### src/rtl/note_source_arbiter.sv
// Routes free/auto/learn note, LED and octave to a single output path with a mute gap on mode change.
// Define NOTE_ARTIC_EN to insert a short silence between consecutive distinct notes.
module note_source_arbiter #(
    parameter int GAP_CYCLES   = 1000000,
    parameter int ARTIC_CYCLES = 500000
) (
    input  logic       clk,
    input  logic       reset,
    input  logic [2:0] mode,
    input  logic [3:0] free_note,
    input  logic [6:0] free_led,
    input  logic [3:0] auto_note,
    input  logic [6:0] auto_led,
    input  logic [1:0] auto_octave,
    input  logic [3:0] learn_note,
    input  logic [6:0] learn_led,
    input  logic [1:0] octave_in,
    output logic [3:0] note_out,
    output logic [6:0] led_out,
    output logic [1:0] octave_out,
    output logic [2:0] grant,
    output logic       busy
);

    localparam int MAX_CYCLES =
        (GAP_CYCLES > ARTIC_CYCLES) ? GAP_CYCLES : ARTIC_CYCLES;
    localparam int CW = $clog2(MAX_CYCLES);
    localparam logic [CW-1:0] GAP_LAST = CW'(GAP_CYCLES - 1);
`ifdef NOTE_ARTIC_EN
    localparam logic [CW-1:0] ARTIC_LAST = CW'(ARTIC_CYCLES - 1);
`endif

    typedef enum logic [1:0] {
        IDLE,
        MUTE,
        PLAY,
        ARTIC
    } state_t;

    state_t        state;
    logic [2:0]    mode_q;
    logic [2:0]    target;
    logic [CW-1:0] cnt;

    logic          mode_ok;
    logic          retarget;
    logic [3:0]    src_note;
    logic [6:0]    src_led;
    logic [1:0]    src_octave;
`ifdef NOTE_ARTIC_EN
    logic          note_split;
`endif

    always_ff @(posedge clk or posedge reset) begin
        if (reset) begin
            mode_q <= 3'b000;
        end else begin
            mode_q <= mode;
        end
    end

    always_comb begin
        mode_ok    = (mode_q == 3'b100) || (mode_q == 3'b010) ||
                     (mode_q == 3'b001);
        retarget   = (mode_q != target);
        src_note   = 4'd0;
        src_led    = 7'd0;
        src_octave = octave_in;
        case (target)
            3'b100: begin
                src_note = free_note;
                src_led  = free_led;
            end
            3'b010: begin
                src_note   = auto_note;
                src_led    = auto_led;
                src_octave = auto_octave;
            end
            3'b001: begin
                src_note = learn_note;
                src_led  = learn_led;
            end
            default: ;
        endcase
    end

`ifdef NOTE_ARTIC_EN
    // Only a direct jump between two sounding notes needs a gap.
    always_comb begin
        note_split = (note_out != 4'd0) && (src_note != 4'd0) &&
                     (src_note != note_out);
    end
`endif

    always_ff @(posedge clk or posedge reset) begin
        if (reset) begin
            state      <= IDLE;
            target     <= 3'b000;
            cnt        <= '0;
            note_out   <= 4'd0;
            led_out    <= 7'd0;
            octave_out <= 2'b01;
            grant      <= 3'b000;
            busy       <= 1'b0;
        end else begin
            unique case (state)
                IDLE: begin
                    if (mode_ok) begin
                        state  <= MUTE;
                        target <= mode_q;
                        cnt    <= '0;
                        busy   <= 1'b1;
                    end
                end
                MUTE: begin
                    if (!mode_ok) begin
                        state      <= IDLE;
                        target     <= 3'b000;
                        cnt        <= '0;
                        note_out   <= 4'd0;
                        led_out    <= 7'd0;
                        octave_out <= 2'b01;
                        grant      <= 3'b000;
                        busy       <= 1'b0;
                    end else if (retarget) begin
                        target <= mode_q;
                        cnt    <= '0;
                    end else if (cnt == GAP_LAST) begin
                        state      <= PLAY;
                        cnt        <= '0;
                        grant      <= target;
                        busy       <= 1'b0;
                        note_out   <= src_note;
                        led_out    <= src_led;
                        octave_out <= src_octave;
                    end else begin
                        cnt <= cnt + 1'b1;
                    end
                end
                PLAY: begin
                    if (!mode_ok) begin
                        state      <= IDLE;
                        target     <= 3'b000;
                        cnt        <= '0;
                        note_out   <= 4'd0;
                        led_out    <= 7'd0;
                        octave_out <= 2'b01;
                        grant      <= 3'b000;
                        busy       <= 1'b0;
                    end else if (retarget) begin
                        state    <= MUTE;
                        target   <= mode_q;
                        cnt      <= '0;
                        note_out <= 4'd0;
                        led_out  <= 7'd0;
                        grant    <= 3'b000;
                        busy     <= 1'b1;
                    end else begin
                        led_out    <= src_led;
                        octave_out <= src_octave;
`ifdef NOTE_ARTIC_EN
                        if (note_split) begin
                            state    <= ARTIC;
                            cnt      <= '0;
                            note_out <= 4'd0;
                        end else begin
                            note_out <= src_note;
                        end
`else
                        note_out   <= src_note;
`endif
                    end
                end
`ifdef NOTE_ARTIC_EN
                ARTIC: begin
                    if (!mode_ok) begin
                        state      <= IDLE;
                        target     <= 3'b000;
                        cnt        <= '0;
                        note_out   <= 4'd0;
                        led_out    <= 7'd0;
                        octave_out <= 2'b01;
                        grant      <= 3'b000;
                        busy       <= 1'b0;
                    end else if (retarget) begin
                        state    <= MUTE;
                        target   <= mode_q;
                        cnt      <= '0;
                        note_out <= 4'd0;
                        led_out  <= 7'd0;
                        grant    <= 3'b000;
                        busy     <= 1'b1;
                    end else begin
                        // Later note changes here do not restart the silence.
                        led_out    <= src_led;
                        octave_out <= src_octave;
                        if (cnt == ARTIC_LAST) begin
                            state    <= PLAY;
                            cnt      <= '0;
                            note_out <= src_note;
                        end else begin
                            cnt <= cnt + 1'b1;
                        end
                    end
                end
`endif
                default: begin
                    state <= IDLE;
                end
            endcase
        end
    end

endmodule
### config.mk
export PLATFORM = sky130hd
export DESIGN_NAME = note_source_arbiter
export DESIGN_NICKNAME = d
export VERILOG_FILES = /design/src/rtl/note_source_arbiter.sv
export SDC_FILE = /design/constraint.sdc
export NUM_CORES = 1
export LEC_CHECK = 0
export CAP_MARGIN = 20
export CORE_MARGIN = 4
export CORE_UTILIZATION = 25
export CTS_CLUSTER_SIZE = 24
export DETAILED_ROUTE_END_ITERATION = 10
export GPL_TIMING_DRIVEN = 1
export PLACE_DENSITY = 0.55
export SLEW_MARGIN = 20
export SYNTH_ARGS = -nofsm -noshare
export SYNTH_HDL_FRONTEND = slang
export SYNTH_SLANG_ARGS = --single-unit
### constraint.sdc
create_clock -name clk -period 3.5 [get_ports clk]
set_input_delay 1.05 -clock clk [delete_from_list [all_inputs] [get_ports clk]]
set_output_delay 1.05 -clock clk [all_outputs]
set_load 0.02 [all_outputs]
# Word level (Yosys, flattened, before mapping)
# Index checks and enable logic that the tools add are counted.
# Widths: inputs -> output; s select.
[totals]
wordCells = 92
ff_bits = 45
inputBits = 42
out_inout_bits = 17
[op_classes]
n_reduce_logical = 14
addsub = 1
mux = 52
eq_ne = 16
[ops]
columns = ["cell", "n"]
rows = [
  ["$mux 20", 6],
  ["$pmux 20 s3", 1],
  ["$mux 7", 5],
  ["$mux 2", 12],
  ["$mux 3", 8],
  ["$pmux 7 s3", 1],
  ["$add 20x1->20 const B", 1],
  ["$eq 20x20->1 const B", 1],
  ["$mux 4", 5],
  ["$pmux 7 s2", 1],
  ["$ne 3x3->1 const B", 4],
  ["$pmux 3 s2", 2],
  ["$pmux 4 s3", 1],
  ["$reduce_and 4->1", 3],
  ["$reduce_and 3->1", 3],
  ["$pmux 4 s2", 1],
  ["$eq 3x1->1 const B", 2],
  ["$eq 3x2->1 const B", 2],
  ["$eq 3x3->1 const B", 2],
  ["$mux 1", 6],
  ["$pmux 2 s3", 1],
  ["$reduce_and 5->1", 1],
  ["$pmux 2 s2", 1],
  ["$reduce_bool 2->1", 2],
  ["10 further kinds", 11],
]

# Logic depth before layout (Yosys ltp)
# Gate-level depths: netlist (run 1).
[logic_depth]
word_depth = 6
mapped_depth = 9
depth_no_buf = 7

# Worst setup path before layout (run 1)
# No wires, ideal clock.
[synth_timing]
kind = "reg-to-reg"
startpoint = "register cnt[0]"
endpoint = "register led_out[0]"
required_time_ps = 3375
setup_time_ps = 125
arrival_ps = 1930
path_slack_ps = 1445
period_less_slack_ps = 2055
path_stages_with_launch = 8
n_path_buf = 1
cell_sequence = "dfrtp_1 ha_1 and4_1 nand4_1 o31ai_4 o21ai_2 buf_6 mux2_4"
[synth_between]
elab_chain_len = 3
[synth_lines]
columns = ["item", "line_no", "rtl"]
rows = [
  ["start, declared", "43", "logic [CW-1:0] cnt;"],
  ["start signal, assigned", "137", "cnt <= cnt + 1'b1;"],
  ["$eq 20x20->1", "128", "end else if (cnt == GAP_LAST) begin"],
  ["$ne 3x3->1 (no line)", "n/a", ""],
  ["$reduce_and 3->1 (no line)", "n/a", ""],
  ["end signal, assigned", "134", "led_out <= src_led;"],
  ["end signal, assigned", "159", "led_out <= src_led;"],
  ["end, declared", "19", "output logic [6:0] led_out,"],
]
# Every way passes these cells.
# A chain may end at the register's enable or synchronous reset.

# Worst setup path in the final report (run 1)
[layout_timing]
startpoint = "register cnt[0]"
endpoint = "register led_out[3]"
# The elaborated chain is that of the path after synthesis.

==> out/metrics.sh, run 1 <==
REGTOREGSETUPSLACK_NS=1.0
OUTCOME='finished, final reports clean'
FINAL_CORE_UTILIZATION_PCT=32.9
FLOORPLAN.IO_PINS=59
CTSLONGESTPATHBUFFERS=2
YOSYS.CELL_TYPES.COUNT=58
WORST_SETUP_PATH_END_KIND='flop'
FLOW.AREA_GROWTH_FROM_SYNTHESIS_PCT=28.5
GLOBALPLACE.CONGESTION=0.796
CP.ARRIVAL_NS=2.69
SETUP_FIX_BUFS_POST_CTS=0
TIMING_MAX_TRANSITION_VIOLATIONS_FINAL=0
GRT_PASS1_VIAS=2455
DETAILED_PLACE_HPWL_MICRONS=5530
BUSIEST_LAYER='met2'
DIE_HEIGHT_MICRONS=114
FIN_SETUP_TNS_NS=0
LAYOUT-DRIVE-GT1-SHARE_PCT=9.28
CORE.ROWCOUNT=38
R2R_CELLS=6
POSTROUTEANTENNANETS=0
GLOBALROUTE.TOTALOVERFLOW=0
NETS=391
TIMING.CRITICAL_PATH.REQUIRED_NS=3.69
MAX_SLEW_MARGIN_PCT=40.7
TOTAL_CTS_BUFFERS=5
HP-CLASS='reg2reg'
CTS-HOLD-FIX-BUFFERS=0
HOLD_START='octave_out[0]'
TOP_LIBRARY_CELLS_BY_USAGE_IN_THE_LAYOUT_FILL_AND_TAPS_ASIDE='58 x clkdlybuf4s50_1, 44 x dfrtp_1, 23 x a22o_1'
GLOBALROUTEMET3UTIL_PCT=2.86
YS_SEQ_ELEMENTS=45
FINAL.HOLD.WORST_SLACK_NS=0.467
TIMING.FINAL.CRIT_SHARE_PCT=71.6
MIN_PATH_CELLS=2
TIMING_HOLD_VIOLATIONS_FINAL=0
DIE_X_MICRONS=114
CTS_REPAIR_RESIZE_COUNT=0
CRITICALPATHCATEGORY='reg2reg'
LEAKAGE_uW=0.00142
SYNTH.TOP_CELL.AREA_SHARE_PCT=39.5
CORE_AREA_SQ_UM=10900
GRT.MET2_USAGE_PCT=18.6
STDCELL_COUNT=485
FINAL.SETUP_SKEW_NS=0.0144
CTSHTREEMAXLEVEL=2
POST-ROUTE-MIN-PERIOD_NS=2.50
HOLD_END='octave_out[0]'
CRIT_START='cnt[0]'
POST_SYNTH_INST_COUNT=290
REGTOREGENDPOINT='led_out[3]'
CLOCK_LATENCY_REPORTED_FOR_THE_LATE_SIDE_OF_THE_WORST_SKEW_PAIR_NS=0.30
POSTSYNTH.ASYNCRESETSHARE_PCT=100
CLK_TRANSITION_REPORTED_PATHS_NS=0.09
DRTPASS1ITERATIONS=4
ACHIEVABLE-FREQUENCY_MHz=399
SYNTH_TOP_CELLS_BY_AREA='dfrtp_1 39%, a22o_1 7.2%, mux2_4 5.4%'
ANTENNA_FOUND_INITIAL=0
SYN_AREA_SQ_UM=2790
WIRE_LENGTH_AFTER_DETAILED_ROUTING_MICRONS=7510
GROUTE.USAGE.OVERALL_PCT=11.9
SETUP_VIOL_COUNT_FINAL=0
ANTENNADIODECOUNT=0
POWER.DENSITY_CELL_AREA_nW_PER_UM2=589
CRITICAL_PATH_PEAK_FANOUT=11
DIE_AREA_SQ_UM=12900
DOMINANTREGCELLSYNTH='dfrtp_1'
SYNTH_AREA_LEADER_CELL='dfrtp_1'
CTS_TREE='done'
INITIAL_STANDARD_CELL_UTILIZATION_OF_THE_CORE_PCT=25.6
NUM_VIAS=2464
CLOCK-ROOT-BUFFER='clkbuf_8'
SETUP_REPAIR_AFTER_GLOBAL_ROUTING_MISSED_ITS_MARGIN='false'
SETUP.WORST_PATH.START_CLASS='flop'
PORT-BUFFER-COUNT=58
MAXCAPVIOLATIONS=0
LAYOUT_COMMONEST_CELL='clkdlybuf4s50_1'
PLACE.DETAILED.INSTANCES=477
GRT_MAX_DEGREE=20
GRT_PASS1_WL_MICRONS=12700
YOSYS_WARNINGS=0
SYNTH_ENABLE_FLOP_CELLS=0
DRT-WIRELENGTH-PER-CELL_MICRONS=15.5
WORSTREG2REGSTART='cnt[0]'
AVGSYNTHCELLAREA_SQ_UM=9.61
GRT.MET1_USAGE_PCT=16.8
ROUTED_VIA_DENSITY=5.08
IR_DROP_mV=0.191
MAPPEDNETLISTNETS=337
TIGHTESTPINTRANSITION_NS=0.888
ROUTE.DETAILED.DRC=0
SINK_COUNT_OF_THE_CLOCK_TREE=45
SYNTH-SEQ-AREA-SHARE_PCT=40.4
DETAILEDROUTE.FIRSTITERATIONVIOLATIONS=207
worst max path at each step:
| stage | slack [ns] | depth (start not counted) | end |
|---|---|---|---|
| 6_report | 1.0 | 6 | led_out[3] |
| 5_1_grt | 0.81 | 5 | cnt[6] |
| 4_1_cts | 1.0 | 1 | octave_out[0] |
| 3_5_place_dp | 1.02 | 6 | led_out[3] |
| 3_3_place_gp | 1.08 | 6 | led_out[3] |
| 2_1_floorplan | 1.39 | 1 | busy |
cell families after synthesis:
kind of cell / synth area share (%)
muxes: 6.55
DFF: 40.4
and+or+nand+nor: 18.0
xor gates and xnor gates: 1.26
adders and majority gates: 2.24
buffers and inverters: 5.07
AOI/OAI and AO/OA: 26.4
through the flow:
step	worst slack (ns)	total power [uW]	area [sq um]
global placement	1.08	1790	3490
CTS	0.997	2140	3580
finish	0.995	2110	3580
floorplan	1.39	1430	2790
global route	0.810	2260	3580
detailed placement	1.02	1810	3500
power by group:
part	internal [uW]	total, uW	switching (uW)
combinational	500	1070	567
sequential	631	720	89.2
clock	142	320	179
total	1270	2110	835
cells in the mapped netlist (3+ instances only):
cell	number
a22oi_1	15
o31ai_1	5
inv_1	14
nand3_1	18
nand2_1	18
ha_1	5
a22o_1	23
a21o_1	3
nor3_1	6
xnor2_1	3
dfrtp_1	44
nor2b_1	5
a21oi_1	10
mux2_4	10
nand4_1	3
nor4_1	6
nor2_1	18
and3_1	3
o21ai_0	18
clkbuf_1	7
buf_2	8
area by class of cell:
type,instances,area [sq um]
Fill cell,1148,7310
Sequential cell,45,1130
Inverter,14,52.6
Multi-Input combinational cell,214,1520
Tap cell,140,175
Clock buffer,7,76.3
Clock inverter,1,7.51
Timing Repair Buffer,64,623
flip-flops by register name, indices dropped and copies added (netlist names):
name	count
target	3
busy	1
grant	3
cnt	20
mode_q	3
state	2
note_out	4
octave_out	2
led_out	7
worst max-delay path: stages, from the launching register on:
cell     delay [ns]
dfrtp_1        0.43
ha_1           0.27
and4_1         0.26
nand4_1        0.24
o31ai_4        0.14
o21ai_2        0.64
mux2_2         0.41
routing by layer:
layer / share of wire [%] / wire (microns) / vias up
li1: - / - / 1213
met1: 49 / 3680 / 1162
met2: 43 / 3230 / 83
met3: 7.1 / 536 / 6
met5: 0 / 0 / -
met4: 0.90 / 68 / 0
Note: power is estimated with default switching activity, not from simulation.
==> run 2, diff against run 1 <==
Clock period 3.5 ns to 2.4 ns, I/O delays scaled along.
==> run 2 against run 1 <==
Maximum frequency up 13%. Register-to-register slack lost 0.81 ns. Setup slack lost 0.81 ns. Cell count is 2.3% higher. First-iteration DRC count is 11% lower. Critical path depth unchanged. Global-route usage increased by 0.20 points. Flip-flop and latch count unchanged. Power rose by 56%. Final area grew 4.4%. Clock power rose by 90%. Sequential power increased by 44%. Critical path type unchanged. Largest power group unchanged.
==> out/metrics.sh, run 2 (synthesis results as in run 1) <==
OUTCOME='finished, final reports clean'
GLOBALPLACE.CONGESTION=0.854  # +7.2%
DETAILEDROUTE.FIRSTITERATIONVIOLATIONS=185  # -11%
DR_WL_MET2_MICRONS=3420  # +5.8%
CRIT_START='cnt[0]'
CP_SLOWEST_CELL='o21ai_4'
TOTAL_CTS_BUFFERS=5  # unchanged
HP-CLASS='reg2reg'
PORT-BUFFER-COUNT=58  # unchanged
HOLD_START='octave_out[0]'
FLOW.AREA_GROWTH_FROM_SYNTHESIS_PCT=34.1
SETUP_REPAIR_AFTER_GLOBAL_ROUTING_MISSED_ITS_MARGIN='false'
MAXCAPVIOLATIONS=0  # unchanged
TIMING_HOLD_VIOLATIONS_FINAL=0  # unchanged
ACHIEVABLE-FREQUENCY_MHz=451  # +13%
SINK_COUNT_OF_THE_CLOCK_TREE=45  # unchanged
TIMING_MAX_TRANSITION_VIOLATIONS_FINAL=0  # unchanged
DIE_HEIGHT_MICRONS=114  # unchanged
POST-ROUTE-MIN-PERIOD_NS=2.22  # -0.289 ns
DRT-WIRELENGTH-PER-CELL_MICRONS=15.4  # -0.68%
FINAL.SETUP_SKEW_NS=0.0114  # -0.00302 ns
CRITICAL_PATH_BUF_INV_COUNT=0  # unchanged
SETUP.WORST_PATH.START_CLASS='flop'
LAYOUT-DRIVE-GT1-SHARE_PCT=12.9  # +3.6 points
CRIT_CHAIN='ha_1 > and4_1 > nand4_1 > o31ai_4 > o21ai_4 > mux2_2'
CP.ARRIVAL_NS=2.41  # -0.28 ns
GRT_PASS1_VIAS=2551  # +3.9%
SETUP_FIX_BUFS_POST_CTS=0  # unchanged
CLK_TRANSITION_REPORTED_PATHS_NS=0.09  # about the same
REGISTERS.TOP_BY_FF_COUNT='cnt'
TIGHTESTPINTRANSITION_NS=0.830  # -0.0577 ns
ANTENNADIODECOUNT=0  # unchanged
STDCELL_COUNT=496  # +2.3%
CTS_TREE='done'
DR_WL_MET3_MICRONS=542  # +1.1%
WIRE_LENGTH_AFTER_DETAILED_ROUTING_MICRONS=7630  # +1.6%
CLOCK_LATENCY_REPORTED_FOR_THE_LATE_SIDE_OF_THE_WORST_SKEW_PAIR_NS=0.30  # about the same
FLOORPLAN.IO_PINS=59  # unchanged
DETAILED_PLACE_HPWL_MICRONS=5600  # +1.1%
CORE_AREA_SQ_UM=10900  # unchanged
CLOCK-ROOT-BUFFER='clkbuf_8'
BIGGESTREGSBYFLOPS='cnt: 20 flops, led_out: 7 flops, note_out: 4 flops'
ANTENNA_FOUND_INITIAL=0  # unchanged
SETUP_VIOL_COUNT_FINAL=0  # unchanged
WORSTREG2REGSTART='cnt[0]'
CRITICALPATHCATEGORY='reg2reg'
PLACE.DETAILED.INSTANCES=488  # +2.3%
TIMING.CRITICAL_PATH.REQUIRED_NS=2.59  # -1.10 ns
DIE_AREA_SQ_UM=12900  # unchanged
CRITICAL_PATH_PEAK_FANOUT=11  # unchanged
GRT_MAX_DEGREE=46  # +130%
LARGEST_REGISTER_FFS=20  # unchanged
DELAY_OF_THE_SLOWEST_CRITICAL_PATH_STAGE_NS=0.44  # -0.20 ns
WORST_PATH_DOMINANT_CELL_FAMILY='compound AO/OA/AOI/OAI gates'
HIGHEST-SIGNAL-LAYER='met4'
WORST_SETUP_PATH_END_KIND='flop'
GLOBALROUTE.TOTALOVERFLOW=0  # unchanged
NUM_VIAS=2516  # +2.1%
DIE_X_MICRONS=114  # unchanged
TIMING.FINAL.CRIT_SHARE_PCT=92.3  # +21 points
LAYOUT_COMMONEST_CELL='clkdlybuf4s50_1'
POSTROUTEANTENNANETS=0  # unchanged
ROUTE.DETAILED.DRC=0  # unchanged
FIN_SETUP_TNS_NS=0  # unchanged
FINAL.HOLD.WORST_SLACK_NS=0.488  # +0.0208 ns
MAX_SLEW_MARGIN_PCT=44.5  # +3.9 points
WL_MET1_MICRONS=3570  # -2.8%
TOP_LIBRARY_CELLS_BY_USAGE_IN_THE_LAYOUT_FILL_AND_TAPS_ASIDE='58 x clkdlybuf4s50_1, 44 x dfrtp_1, 23 x a22o_1'
IR_DROP_mV=0.345  # +81%
NETS=402  # +2.8%
ROUTED_VIA_DENSITY=5.07  # -0.15%
GRT_PASS1_WL_MICRONS=13000  # +2.2%
FILLERINSTANCES=1108  # -3.5%
INITIAL_STANDARD_CELL_UTILIZATION_OF_THE_CORE_PCT=25.6  # unchanged
CORE.ROWCOUNT=38  # unchanged
POWER.DENSITY_CELL_AREA_nW_PER_UM2=882  # +50%
GROUTE.USAGE.OVERALL_PCT=12.1  # +0.20 points
LEAKAGE_uW=0.00150  # +6.2%
DRTPASS1ITERATIONS=4  # unchanged
CTSLONGESTPATHBUFFERS=2  # unchanged
CTSHTREEMAXLEVEL=2  # unchanged
==> run 2: routing by layer <==
metal | vias up | track usage (%)
met1 | 1189 | 16.6
met2 | 84 | 19.0
met4 | 0 | 3.04
li1 | 1233 | -
met3 | 10 | 3.24
met5 | - | 0
==> run 2: cell type report <==
class / instances / area [sq um] / share of cell area, %
Clock buffer: 7 / 86.3 / 2.31
Multi-Input combinational cell: 214 / 1530 / 41.0
Clock inverter: 1 / 30.0 / 0.803
Sequential cell: 45 / 1130 / 30.2
Inverter: 14 / 52.6 / 1.41
Tap cell: 140 / 175 / 4.69
Timing Repair Buffer: 75 / 733 / 19.6
==> run 2: where the power goes <==
part           total, uW  internal [uW]  switching (uW)  leakage [uW]
sequential          1040            920             116      0.000605
clock                607            340             267     0.0000585
combinational       1650            798             856      0.000841
==> run 2: worst paths after layout <==
| check | slack [ns] | cells after the start | end |
|---|---|---|---|
| min in group asynchronous | 0.77 | 3 | cnt[15] |
| max in group asynchronous | 1.35 | 3 | octave_out[0] |
| min reg2reg | 0.49 | 2 | octave_out[0] |
| min | 0.49 | 2 | octave_out[0] |
| max reg2reg | 0.18 | 6 | led_out[3] |
| max | 0.18 | 6 | led_out[3] |
==> run 2: per-stage QoR <==
step           power (uW)  area, sq um  worst slack (ns)  util (%)
6_report             3300         3740             0.184      34.3
4_1_cts              3340         3740             0.173      34.3
3_5_place_dp         2710         3610           -0.0217      33.2
3_3_place_gp         2690         3610            0.0361      33.1
2_1_floorplan        2080         2790             0.345         -
5_1_grt              3530         3740            0.0435      34.3
==> run 2: timing repair <==
item                       4_1_cts  5_1_grt
setup endpoints to repair        2        0
hold buffers                     0        0
gates resized for setup          2        0
hold endpoints to repair         0        0
==> run 2: worst reg2reg max path: cells and delay by family (launching register included) <==
kind	cells	cell delay, ns
fa+ha+maj	1	0.25
flops	1	0.43
compound gates	2	0.57
mux	1	0.39
simple gates	2	0.48
